--- src/rtl/rv_decode_stage.sv ---
// RISC-V decode / operand-fetch stage: immediate generation, three-source operand
// forwarding, load-use and control-flow shadow holds, and the execute pipeline latch.
module rv_decode_stage #(
  parameter int XLEN      = 64,
  parameter int BR_SHADOW = 2
) (
  input  logic            CLK,
  input  logic            RESET,
  input  logic            DE_V,
  input  logic [31:0]     DE_IR,
  input  logic [XLEN-1:0] DE_NPC,
  output logic            DE_READY,
  output logic [4:0]      RF_RS1_ADDR,
  output logic [4:0]      RF_RS2_ADDR,
  input  logic [XLEN-1:0] RF_RS1_DATA,
  input  logic [XLEN-1:0] RF_RS2_DATA,
  input  logic            EXF_V,
  input  logic [4:0]      EXF_RD,
  input  logic [XLEN-1:0] EXF_DATA,
  input  logic            EXF_IS_LD,
  input  logic            MEMF_V,
  input  logic [4:0]      MEMF_RD,
  input  logic [XLEN-1:0] MEMF_DATA,
  input  logic            WBF_V,
  input  logic [4:0]      WBF_RD,
  input  logic [XLEN-1:0] WBF_DATA,
  input  logic            EXE_STALL,
  input  logic            FLUSH,
  output logic            EXE_V,
  output logic [31:0]     EXE_IR,
  output logic [XLEN-1:0] EXE_NPC,
  output logic [XLEN-1:0] EXE_ALU_ONE,
  output logic [XLEN-1:0] EXE_ALU_TWO,
  output logic [XLEN-1:0] EXE_ST_DATA,
  output logic            EXE_ECALL
);

  localparam logic [6:0] OPC_LUI     = 7'b0110111;
  localparam logic [6:0] OPC_AUIPC   = 7'b0010111;
  localparam logic [6:0] OPC_JAL     = 7'b1101111;
  localparam logic [6:0] OPC_JALR    = 7'b1100111;
  localparam logic [6:0] OPC_BRANCH  = 7'b1100011;
  localparam logic [6:0] OPC_STORE   = 7'b0100011;
  localparam logic [6:0] OPC_OPIMM   = 7'b0010011;
  localparam logic [6:0] OPC_OPIMM32 = 7'b0011011;
  localparam logic [6:0] OPC_OP      = 7'b0110011;
  localparam logic [6:0] OPC_OP32    = 7'b0111011;
  localparam logic [31:0] ECALL_IR   = 32'h0000_0073;
  localparam int SH_W = (BR_SHADOW > 0) ? $clog2(BR_SHADOW + 1) : 1;

  function automatic logic [XLEN-1:0] sext32(input logic [31:0] v);
    logic signed [31:0] s;
    s = v;
    return XLEN'(s);
  endfunction

  function automatic logic [XLEN-1:0] fwd(
    input logic [4:0] a, input logic [XLEN-1:0] rf,
    input logic ex_v, input logic ex_ld, input logic [4:0] ex_rd, input logic [XLEN-1:0] ex_d,
    input logic mem_v, input logic [4:0] mem_rd, input logic [XLEN-1:0] mem_d,
    input logic wb_v, input logic [4:0] wb_rd, input logic [XLEN-1:0] wb_d);
    if (a == 5'd0)                          return '0;
    else if (ex_v && !ex_ld && ex_rd == a)  return ex_d;
    else if (mem_v && mem_rd == a)          return mem_d;
    else if (wb_v && wb_rd == a)            return wb_d;
    else                                    return rf;
  endfunction

  logic [6:0]      opc;
  logic [4:0]      rs1, rs2;
  logic            use_rs1, use_rs2, is_cf, is_shift, is_reg_op, load_use, accept;
  logic [XLEN-1:0] imm, rs1_val, rs2_val, op_a, op_b;

  logic            exe_v_q, exe_v_d, exe_ecall_q, exe_ecall_d;
  logic [31:0]     exe_ir_q, exe_ir_d;
  logic [XLEN-1:0] exe_npc_q, exe_npc_d, exe_a_q, exe_a_d, exe_b_q, exe_b_d, exe_st_q, exe_st_d;
  logic [SH_W-1:0] sh_q, sh_d;

  assign opc         = DE_IR[6:0];
  assign rs1         = DE_IR[19:15];
  assign rs2         = DE_IR[24:20];
  assign RF_RS1_ADDR = rs1;
  assign RF_RS2_ADDR = rs2;

  assign use_rs1   = !(opc == OPC_LUI || opc == OPC_AUIPC || opc == OPC_JAL);
  assign use_rs2   = (opc == OPC_OP || opc == OPC_OP32 || opc == OPC_STORE || opc == OPC_BRANCH);
  assign is_cf     = (opc == OPC_BRANCH || opc == OPC_JAL || opc == OPC_JALR);
  assign is_shift  = (DE_IR[13:12] == 2'b01);
  assign is_reg_op = (opc == OPC_OP || opc == OPC_OP32);

  assign load_use = EXF_V && EXF_IS_LD && (EXF_RD != 5'd0) &&
                    ((use_rs1 && EXF_RD == rs1) || (use_rs2 && EXF_RD == rs2));

  assign DE_READY = !RESET && !FLUSH && !EXE_STALL && !load_use && (sh_q == '0);
  assign accept   = DE_V && DE_READY;

  assign rs1_val = fwd(rs1, RF_RS1_DATA, EXF_V, EXF_IS_LD, EXF_RD, EXF_DATA,
                       MEMF_V, MEMF_RD, MEMF_DATA, WBF_V, WBF_RD, WBF_DATA);
  assign rs2_val = fwd(rs2, RF_RS2_DATA, EXF_V, EXF_IS_LD, EXF_RD, EXF_DATA,
                       MEMF_V, MEMF_RD, MEMF_DATA, WBF_V, WBF_RD, WBF_DATA);

  always_comb begin
    imm = sext32({{20{DE_IR[31]}}, DE_IR[31:20]});
    case (opc)
      OPC_STORE:            imm = sext32({{20{DE_IR[31]}}, DE_IR[31:25], DE_IR[11:7]});
      OPC_BRANCH:           imm = sext32({{19{DE_IR[31]}}, DE_IR[31], DE_IR[7], DE_IR[30:25],
                                          DE_IR[11:8], 1'b0});
      OPC_LUI, OPC_AUIPC:   imm = sext32({DE_IR[31:12], 12'h000});
      OPC_JAL:              imm = sext32({{11{DE_IR[31]}}, DE_IR[31], DE_IR[19:12], DE_IR[20],
                                          DE_IR[30:21], 1'b0});
      OPC_OPIMM:   if (is_shift) imm = (XLEN == 64) ? XLEN'(DE_IR[25:20]) : XLEN'(DE_IR[24:20]);
      OPC_OPIMM32: if (is_shift) imm = XLEN'(DE_IR[24:20]);
      default: ;
    endcase
  end

  // Only register-register ops take rs2 as operand B; branch compare data rides on EXE_ST_DATA.
  assign op_b = is_reg_op ? rs2_val : imm;
  assign op_a = (opc == OPC_AUIPC || opc == OPC_JAL) ? DE_NPC - XLEN'(4) : rs1_val;

  always_comb begin
    exe_v_d     = exe_v_q;
    exe_ir_d    = exe_ir_q;
    exe_npc_d   = exe_npc_q;
    exe_a_d     = exe_a_q;
    exe_b_d     = exe_b_q;
    exe_st_d    = exe_st_q;
    exe_ecall_d = exe_ecall_q;
    sh_d        = (sh_q != '0) ? sh_q - SH_W'(1) : sh_q;
    if (FLUSH) begin
      exe_v_d = 1'b0;
      sh_d    = '0;
    end else if (!EXE_STALL) begin
      // A refused or absent instruction (including a load-use hold) becomes a bubble.
      exe_v_d = accept;
      if (accept) begin
        exe_ir_d    = DE_IR;
        exe_npc_d   = DE_NPC;
        exe_a_d     = op_a;
        exe_b_d     = op_b;
        exe_st_d    = rs2_val;
        exe_ecall_d = (DE_IR == ECALL_IR);
        if (is_cf) sh_d = SH_W'(BR_SHADOW);
      end
    end
  end

  always_ff @(posedge CLK) begin
    if (RESET) begin
      exe_v_q     <= 1'b0;
      exe_ir_q    <= '0;
      exe_npc_q   <= '0;
      exe_a_q     <= '0;
      exe_b_q     <= '0;
      exe_st_q    <= '0;
      exe_ecall_q <= 1'b0;
      sh_q        <= '0;
    end else begin
      exe_v_q     <= exe_v_d;
      exe_ir_q    <= exe_ir_d;
      exe_npc_q   <= exe_npc_d;
      exe_a_q     <= exe_a_d;
      exe_b_q     <= exe_b_d;
      exe_st_q    <= exe_st_d;
      exe_ecall_q <= exe_ecall_d;
      sh_q        <= sh_d;
    end
  end

  assign EXE_V       = exe_v_q;
  assign EXE_IR      = exe_ir_q;
  assign EXE_NPC     = exe_npc_q;
  assign EXE_ALU_ONE = exe_a_q;
  assign EXE_ALU_TWO = exe_b_q;
  assign EXE_ST_DATA = exe_st_q;
  assign EXE_ECALL   = exe_ecall_q;

endmodule

--- config.mk ---
export PLATFORM = sky130hd
export DESIGN_NAME = rv_decode_stage
export DESIGN_NICKNAME = d
export VERILOG_FILES = /design/src/rtl/rv_decode_stage.sv
export SDC_FILE = /design/constraint.sdc
export NUM_CORES = 1
export LEC_CHECK = 0
export BUFFER_PORTS_ARGS = -buffer_cell sky130_fd_sc_hd__buf_2
export CORE_AREA = 2 2 291 293
export CTS_CLUSTER_DIAMETER = 120
export CTS_CLUSTER_SIZE = 25
export DETAILED_ROUTE_END_ITERATION = 6
export DIE_AREA = 0 0 293 295
export MAX_ROUTING_LAYER = met4
export PLACE_DENSITY_LB_ADDON = 0.12
export SLEW_MARGIN = 20
export SYNTH_ARGS = -nofsm -noshare
export SYNTH_HDL_FRONTEND = slang
export SYNTH_SLANG_ARGS = --single-unit
--- constraint.sdc ---
create_clock -name CLK -period 3.4 [get_ports CLK]
set_input_delay 0.51 -clock CLK [delete_from_list [all_inputs] [get_ports CLK]]
set_output_delay 0.51 -clock CLK [all_outputs]
set_load 0.005 [all_outputs]
* Word-level counts from Yosys, hierarchy flattened
Index checks and enable logic that the tools add are counted.
** Cells by class
- Equal/unequal tests :: 18
- Bitwise logic cells :: 2
- $add $sub $neg :: 2
- Reductions and logical operators :: 40
- Muxes and demuxes :: 17
** Operators by type and width (count)
- 64-bit 2-to-1 mux :: 12
- 64-bit case mux with 6 select lines :: 1
- 64-bit by 3-bit subtractor with 64-bit output, second input constant :: 1
- 32-bit by 7-bit == test with 1-bit output, second input constant :: 1
- 5-bit == test :: 6
- 7-bit by 6-bit == test with 1-bit output, second input constant :: 4
- 7-bit by 5-bit == test with 1-bit output, second input constant :: 3
- 7-bit == test, second input constant :: 3
- 1-bit logical AND :: 17
- 5-bit logical NOT :: 2
- 1-bit logical OR :: 9
- 2-bit 2-to-1 mux :: 4
- 1-bit logical NOT :: 6
- 5-bit nonzero test :: 1
- 2-bit OR reduction :: 2
- 3-bit AND reduction :: 1
- 2-bit by 1-bit == test with 1-bit output, second input constant :: 1
- 2-bit logical NOT :: 1
- 1-bit NOT :: 2
- 2-bit nonzero test :: 1
- 2-bit by 1-bit subtractor with 2-bit output, second input constant :: 1
** Storage, ports and cells
- Output and inout bits :: 301
- Input port bits :: 440
- Register bits :: 292
- Logic and storage cells :: 87

* Longest topological paths before layout
Gate-level depths: netlist of the first run.
- Word-level depth :: 13
- Depth in mapped cells :: 10
- Depth with buffers taken out :: 8

* Worst setup path after synthesis of the first run
Ideal clock, no wire load.
- Path type :: input -> output
- From :: in DE_IR[6]
- To :: out DE_READY
- Path slack :: 0.496 ns
- Arrival time :: 2.394 ns
- Required time :: 2.890 ns
- Stages :: 8
- Buffers on the path :: 3
- Cells stage by stage :: buf_2 -> or3b_1 -> a21oi_2 -> nor3_1 -> o2111ai_2 -> clkbuf_1 -> buf_1 -> and2_1
** On the way
- Longest elaborated chain between the ends :: 10
- Elaborated cells on any way between the ends :: 20
- Classes of those cells :: eq/ne (7); reduce/logical (13)
** RTL lines
- start, declared :: RTL line 10 : input logic [31:0] DE_IR,
- 7-bit by 6-bit == test with 1-bit output (tied with other cells) :: RTL line 85 : assign use_rs1 = !(opc == OPC_LUI || opc == OPC_AUIPC || opc == OPC_JAL);
- 1-bit logical OR (on tied branches) (2 in series) :: RTL line 85, 86
- 1-bit logical NOT or 1-bit logical OR (tied branches) :: RTL line 85, 86
- 1-bit logical AND :: RTL line 92 : ((use_rs1 && EXF_RD == rs1) || (use_rs2 && EXF_RD == rs2));
- 1-bit logical OR (*) :: RTL line 92
- 1-bit logical AND (*) :: RTL line 91 : assign load_use = EXF_V && EXF_IS_LD && (EXF_RD != 5'd0) &&
- 1-bit logical NOT (*) :: RTL line 94 : assign DE_READY = !RESET && !FLUSH && !EXE_STALL && !load_use && (sh_q == '0);
- 1-bit logical AND (*) (2 in series) :: RTL line 94
- end, declared :: RTL line 12 : output logic DE_READY,
Mark *: on every way between the ends. The rest lies on a longest branch, timed or not.

* Worst setup path after layout of the first run
- From :: in DE_IR[17]
- To :: out DE_READY
** On the way
- Longest elaborated chain between the ends :: 7
** RTL lines (RTL line)
- 5-bit == test :: 92
- 1-bit logical AND :: 92
- 1-bit logical OR :: 92
- 1-bit logical AND :: 91
- 1-bit logical NOT :: 94
- 1-bit logical AND (2 in series) :: 94
Every way passes these cells.

==> results.json, run 1 <==
{
  "synth_cells": 2250,
  "coreArea_mm2": 0.08316,
  "fin_nets": 3302,
  "design.portCount": 741,
  "hp-class": "in -> reg",
  "avgSynthCellArea_um2": 7.879,
  "outcome": "finished with violations",
  "finalSetupTns_ps": 0,
  "finalCriticalPeriod_ps": 2941,
  "synth_ff_type": "dfxtp_1",
  "end_kind": "primary output",
  "gp_routability_congestion": 0.9412,
  "violations": "DRC",
  "start_util_pct": 21.32,
  "insertion_delay_ps": 590,
  "synth_edf_count": 0,
  "async_flop_share_pct": 0,
  "ir_worst_vdd_mv": 0.3067,
  "netlist_area_mm2": 0.01773,
  "area_growth_pct": 34.34,
  "layout_commonest_cell": "buf_2",
  "slew_violations": 0,
  "crit_type": "in -> out",
  "cts.clk_slew.worst_paths_ps": 120,
  "fin_skew_ps": 48.01,
  "fin_cells": 3991,
  "grt_pass1_wl_um": 176800,
  "rsz0062_at_grt": "false",
  "placedCellCount": 3920,
  "clockBufferDepth": 3,
  "yosysUniqueCellTypes": 77,
  "p_per_area_mw_per_mm2": 344.2,
  "yosysSeqAreaShare_pct": 32.97,
  "slew_headroom_pct": 21.95,
  "numCtsBuffers": 19,
  "synth_nets": 2691,
  "viasPerCell": 5.580,
  "fp.dieH_um": 295,
  "leakage_uw": 0.01003,
  "cts_hold_buf": 0,
  "grt_max_degree": 151,
  "initialDrtViolationCount": 1888,
  "cp_max_fo": 7,
  "ys_top_cells_by_area": "dfxtp_1 (33%), o21ai_0 (6.5%), a21oi_1 (5.9%)",
  "synth-seq-cells": 292,
  "grt_pass1_vias": 21557,
  "postRouteAntennaNets": 0,
  "post_cts_resized": 0,
  "cp_data_arrival_time_ps": 2430,
  "ys_warn_count": 0,
  "cts_setup_buffers": 0,
  "drcViolationCount": 2,
  "synth_top_area_cell": "dfxtp_1",
  "yosysTopAreaCellShare_pct": 32.97,
  "cp.required_ps": 2890,
  "root_buffer": "clkbuf_16",
  "hpwl_um": 100400,
  "tightest_slew_ps": 1168,
  "maxCapViolCount": 0,
  "grt_usage_pct": 29.53,
  "clock_sinks": 292,
  "fmax_ghz": 0.3400,
  "rows": 106,
  "wl_um": 130300,
  "cts_tree": "done",
  "ctsHtreeMaxLevel": 1,
  "die_area_mm2": 0.08644,
  "final_cell_mix": "buf_2 (739), dfxtp_1 (292), o21ai_0 (231)",
  "layout-drive-gt1-share_pct": 33.48,
  "grt_overflow": 0,
  "wire_per_inst_um": 32.66,
  "timing.final.crit_share_pct": 86.50,
  "dr_total_vias": 22268,
  "dieWidth_um": 293,
  "worstSetupStartpointType": "primary input",
  "dr.pass1.iters": 7,
  "antenna_found_initial": 51,
  "setup_violations": 0,
  "finalHoldViolCount": 0,
  "io_buffers": 740
}
report_power, final:
part	switching (µW)	total (µW)	internal [µW]
registers	63.9	3590	3530
clock network	1610	2820	1210
logic	1140	1790	652
total	2810	8200	5390
synth_stat cells (15+ instances only):
| cell | count |
|---|---|
| a211o_1 | 32 |
| a211oi_1 | 90 |
| a21oi_1 | 209 |
| a22oi_1 | 30 |
| a2bb2oi_1 | 38 |
| a311oi_1 | 59 |
| a32oi_1 | 23 |
| and3_1 | 101 |
| buf_1 | 19 |
| buf_2 | 24 |
| clkbuf_1 | 216 |
| dfxtp_1 | 292 |
| inv_1 | 40 |
| nand2_1 | 62 |
| nand3_1 | 191 |
| nand4_1 | 15 |
| nor2_1 | 72 |
| nor2b_1 | 28 |
| nor3_1 | 25 |
| nor4_1 | 31 |
| o211ai_1 | 35 |
| o21ai_0 | 231 |
| o221ai_1 | 34 |
| o2bb2ai_1 | 43 |
| o31a_1 | 27 |
| or3_1 | 30 |
| xnor2_1 | 29 |
| xor2_1 | 27 |
registers in the layout, summed over array words and instances, names as in the netlist:
name / count
EXE_ECALL: 1
EXE_ST_DATA: 64
EXE_V: 1
EXE_NPC: 64
EXE_ALU_TWO: 64
EXE_ALU_ONE: 64
EXE_IR: 32
sh_q: 2
cell families (layout without fill, tap and decap cells):
group / Yosys count / in the layout / synth area share [%]
AO/OA/AOI/OAI: 950 / 950 / 36.64
AND/OR/NAND/NOR: 622 / 622 / 19.47
buffers and inverters: 313 / 936 / 7.156
flip-flops: 292 / 292 / 32.97
XOR/XNOR: 56 / 56 / 2.767
multiplexers: 16 / 16 / 0.9245
adder cells (fa/ha/maj): 1 / 1 / 0.07057
other: 0 / 38 / 0
worst max-delay path: stages:
cell and delay [ps]:
buf_2 230, xnor2_1 150, nand3_1 210, buf_4 220, nor3_1 390, o2111ai_4 280
and2_1 290, buf_2 140
per-layer routing:
metal / vias to the layer above / GRT usage (%) / part of all wire [%]
li1: 9918 / - / -
met1: 11088 / 35.45 / 40
met2: 1099 / 50.83 / 49
met3: 163 / 5.420 / 7.3
met4: 0 / 7.492 / 2.9
met5: - / - / 0
stage by stage:
step	setup slack (ps)	hold WS [ps]	area, µm²	power (µW)	util (%)
6_report	459.1	195.1	23820	8198	28.64
5_1_grt	381.1	184.5	23810	8484	28.63
4_1_cts	485.5	152.7	23720	8280	28.53
3_5_place_dp	65.75	443.7	23060	5451	27.73
3_3_place_gp	62.91	430.6	23060	5453	27.73
2_1_floorplan	496.0	420.9	17730	4344	-
cell type report:
cell class,count,area [µm²]
Fill cell,9108,59340
Multi-Input combinational cell,1645,10740
Sequential cell,292,5846
Timing Repair Buffer,863,4974
Tap cell,1080,1351
Clock buffer,21,493.0
Clock inverter,12,165.2
Inverter,40,150.1
Antenna cell,38,95.09
path summary, 6_finish.rpt:
kind | from | to | slack (ps) | cells past startpoint
worst max register to register | sh_q[1] | EXE_ALU_ONE[35] | 1240 | 6
worst max-delay path | DE_IR[17] | DE_READY | 460 | 8
worst min register to register | sh_q[0] | sh_q[0] | 460 | 1
worst min-delay path | DE_NPC[21] | EXE_NPC[21] | 200 | 3
Note: power is estimated with default switching activity, not from simulation.
==> run 2, diff against run 1 <==
--- a/config.mk
+++ b/config.mk
@@ -13,6 +13,7 @@
 export DIE_AREA = 0 0 293 295
 export MAX_ROUTING_LAYER = met4
 export PLACE_DENSITY_LB_ADDON = 0.12
+export REMOVE_ABC_BUFFERS = 1
 export SLEW_MARGIN = 20
 export SYNTH_ARGS = -nofsm -noshare
 export SYNTH_HDL_FRONTEND = slang
==> run 2 against run 1 <==
Against the previous run:
- the flow now finishes without violations
- global-route usage shrank 2.2 points
- critical path depth unchanged
- combinational power is 5% lower
- routed wire length shrank 6.7%
- clock-buffer cell count fell by 2
- power is 5.6% lower
- hold slack improved by 3.7 ps
- final area is 0.75% lower
- clock power down 13%
- maximum frequency is 3.9% higher
- highest routed layer unchanged
==> results.json, run 2 (same netlist as run 1, synthesis figures left out) <==
{
  "tightest_slew_ps": 1115,
  "rsz0062_at_grt": "false",
  "final_cell_mix": "buf_2 (739), dfxtp_1 (292), o21ai_0 (231)",
  "layout-drive-gt1-share_pct": 33.47,
  "crit_type": "in -> reg",
  "maxCapViolCount": 0,
  "reg2regPathDepth": 7,
  "outcome": "finished clean",
  "fp.dieH_um": 295,
  "clock_sinks": 292,
  "dr.pass1.iters": 5,
  "numCtsBuffers": 17,
  "wl_um": 121600,
  "cp_max_fo": 26,
  "slew_violations": 0,
  "r2r-end": "EXE_ALU_ONE[51]",
  "min_from": "EXE_STALL",
  "viasPerCell": 5.573,
  "setup_violations": 0,
  "final_cell_area_mm2": 0.02364,
  "grt_overflow": 0,
  "crit_slowest_cell": "nor2_4",
  "leakage_uw": 0.009959,
  "drcViolationCount": 0,
  "rows": 106,
  "root_buffer": "clkbuf_16",
  "antenna_found_initial": 27,
  "post_cts_resized": 0,
  "fmax_ghz": 0.3534,
  "hpwl_um": 89650,
  "p_per_area_mw_per_mm2": 327.4,
  "critical-path-top-delay-family": "simple AND/OR/NAND/NOR gates",
  "end_kind": "register",
  "wire_per_inst_um": 30.62,
  "timing.rr.start": "sh_q[1]",
  "cts_setup_buffers": 0,
  "finalHoldViolCount": 0,
  "cts.clk_slew.worst_paths_ps": 110,
  "coreArea_mm2": 0.08316,
  "cts_tree": "done",
  "start_util_pct": 21.32,
  "grt_max_degree": 129,
  "slew_headroom_pct": 25.48,
  "cts_hold_buf": 0,
  "min_to": "EXE_V",
  "gp_routability_congestion": 0.9147,
  "insertion_delay_ps": 560,
  "initialDrtViolationCount": 1865,
  "hp-class": "in -> reg",
  "grt_pass1_wl_um": 166800,
  "cp_data_arrival_time_ps": 3290,
  "worst-path-buf-inv": 2,
  "fin_nets": 3302,
  "dr_total_vias": 22124,
  "holdPathStages": 3,
  "timing.final.crit_share_pct": 83.23,
  "fin_skew_ps": 23.94,
  "cp.required_ps": 3860,
  "rrSetupSlack_ps": 1090,
  "io_buffers": 740,
  "grt_pass1_vias": 21525,
  "area_growth_pct": 33.33,
  "clockBufferDepth": 3,
  "finalSetupTns_ps": 0,
  "die_area_mm2": 0.08644,
  "slowest_delay_ps": 910,
  "place_area_mm2": 0.02307,
  "ctsHtreeMaxLevel": 1,
  "layout_commonest_cell": "buf_2",
  "finalCriticalPeriod_ps": 2830,
  "postRouteAntennaNets": 0,
  "worstSetupStartpointType": "primary input",
  "dieWidth_um": 293,
  "ir_worst_vdd_mv": 0.2860,
  "grt_usage_pct": 27.28,
  "design.portCount": 741,
  "path_cells": "buf_2, or4b_2, a21o_1, o21ai_0, nor2_4, a32oi_1, buf_4, a311oi_1"
}
## run 2: changes by cell type in the layout (fill, tap and decap cells not counted), sizes merged
cell | before | now
diode | 38 | 22
inv | 46 | 43
buf | 862 | 864
clkbuf | 22 | 20
clkinvlp | 2 | 0
bufinv | 1 | 0
clkinv | 3 | 4
## run 2: worst max-delay path by stage
stage                   start              end  slack, ps  depth (start not counted)
floorplan            DE_IR[3]  EXE_ALU_TWO[12]      -5680                          6
global placement    DE_NPC[2]  EXE_ALU_ONE[40]        -50                         10
detailed placement   DE_IR[3]  EXE_ALU_ONE[36]          6                          8
CTS                  DE_IR[4]  EXE_ALU_ONE[36]        600                          8
global route        DE_NPC[2]  EXE_ALU_ONE[40]        480                         10
finish               DE_IR[4]  EXE_ALU_ONE[36]        570                          8
## run 2: stage by stage
stage	hold WS, ps	worst slack (ps)	total power, µW	std cells	utilization, %
floorplan	420.9	-5684	4252	1977	-
global placement	431.2	-50.86	5350	3922	27.75
detailed placement	442.0	5.852	5353	3922	27.75
CTS	166.8	598.0	7823	3948	28.36
global route	193.0	479.4	8016	3966	28.41
finish	198.8	570.3	7738	3970	28.43
## run 2: cell type report
class                   instances  area, µm²
multi-input cells            1645      10760
clock inverters                 7      75.07
inverters                      40      150.1
repair buffers                865       4964
well taps                    1080       1351
diodes                         22      55.05
flip-flops and latches        292       5846
clock buffers                  19      432.9
fillers                      9107      59520
## run 2: routing by layer
metal  up-vias  routed length, µm  share of wire, %  global-route usage, %
met5         -                  0                 0                      -
li1       9884                  -                 -                      -
met3       160               8314               6.8                  4.684
met2      1040              59180                49                  45.39
met1     11040              50520                42                  33.89
met4         0               3563               2.9                  7.780
## run 2: where the power goes
group,leakage (µW),internal [µW],switching [µW]
sequential,0.00237,3530,65.7
combinational,0.00734,641,1060
clock,0.000249,963,1480
total,0.00996,5130,2610
## run 2: worst reg2reg max path: cells and delay by family (launching register included)
family / cells / cell delay [ps]
simple gates: 3 / 1170
flops: 1 / 340
buf+inv: 3 / 590
compound gates: 1 / 50
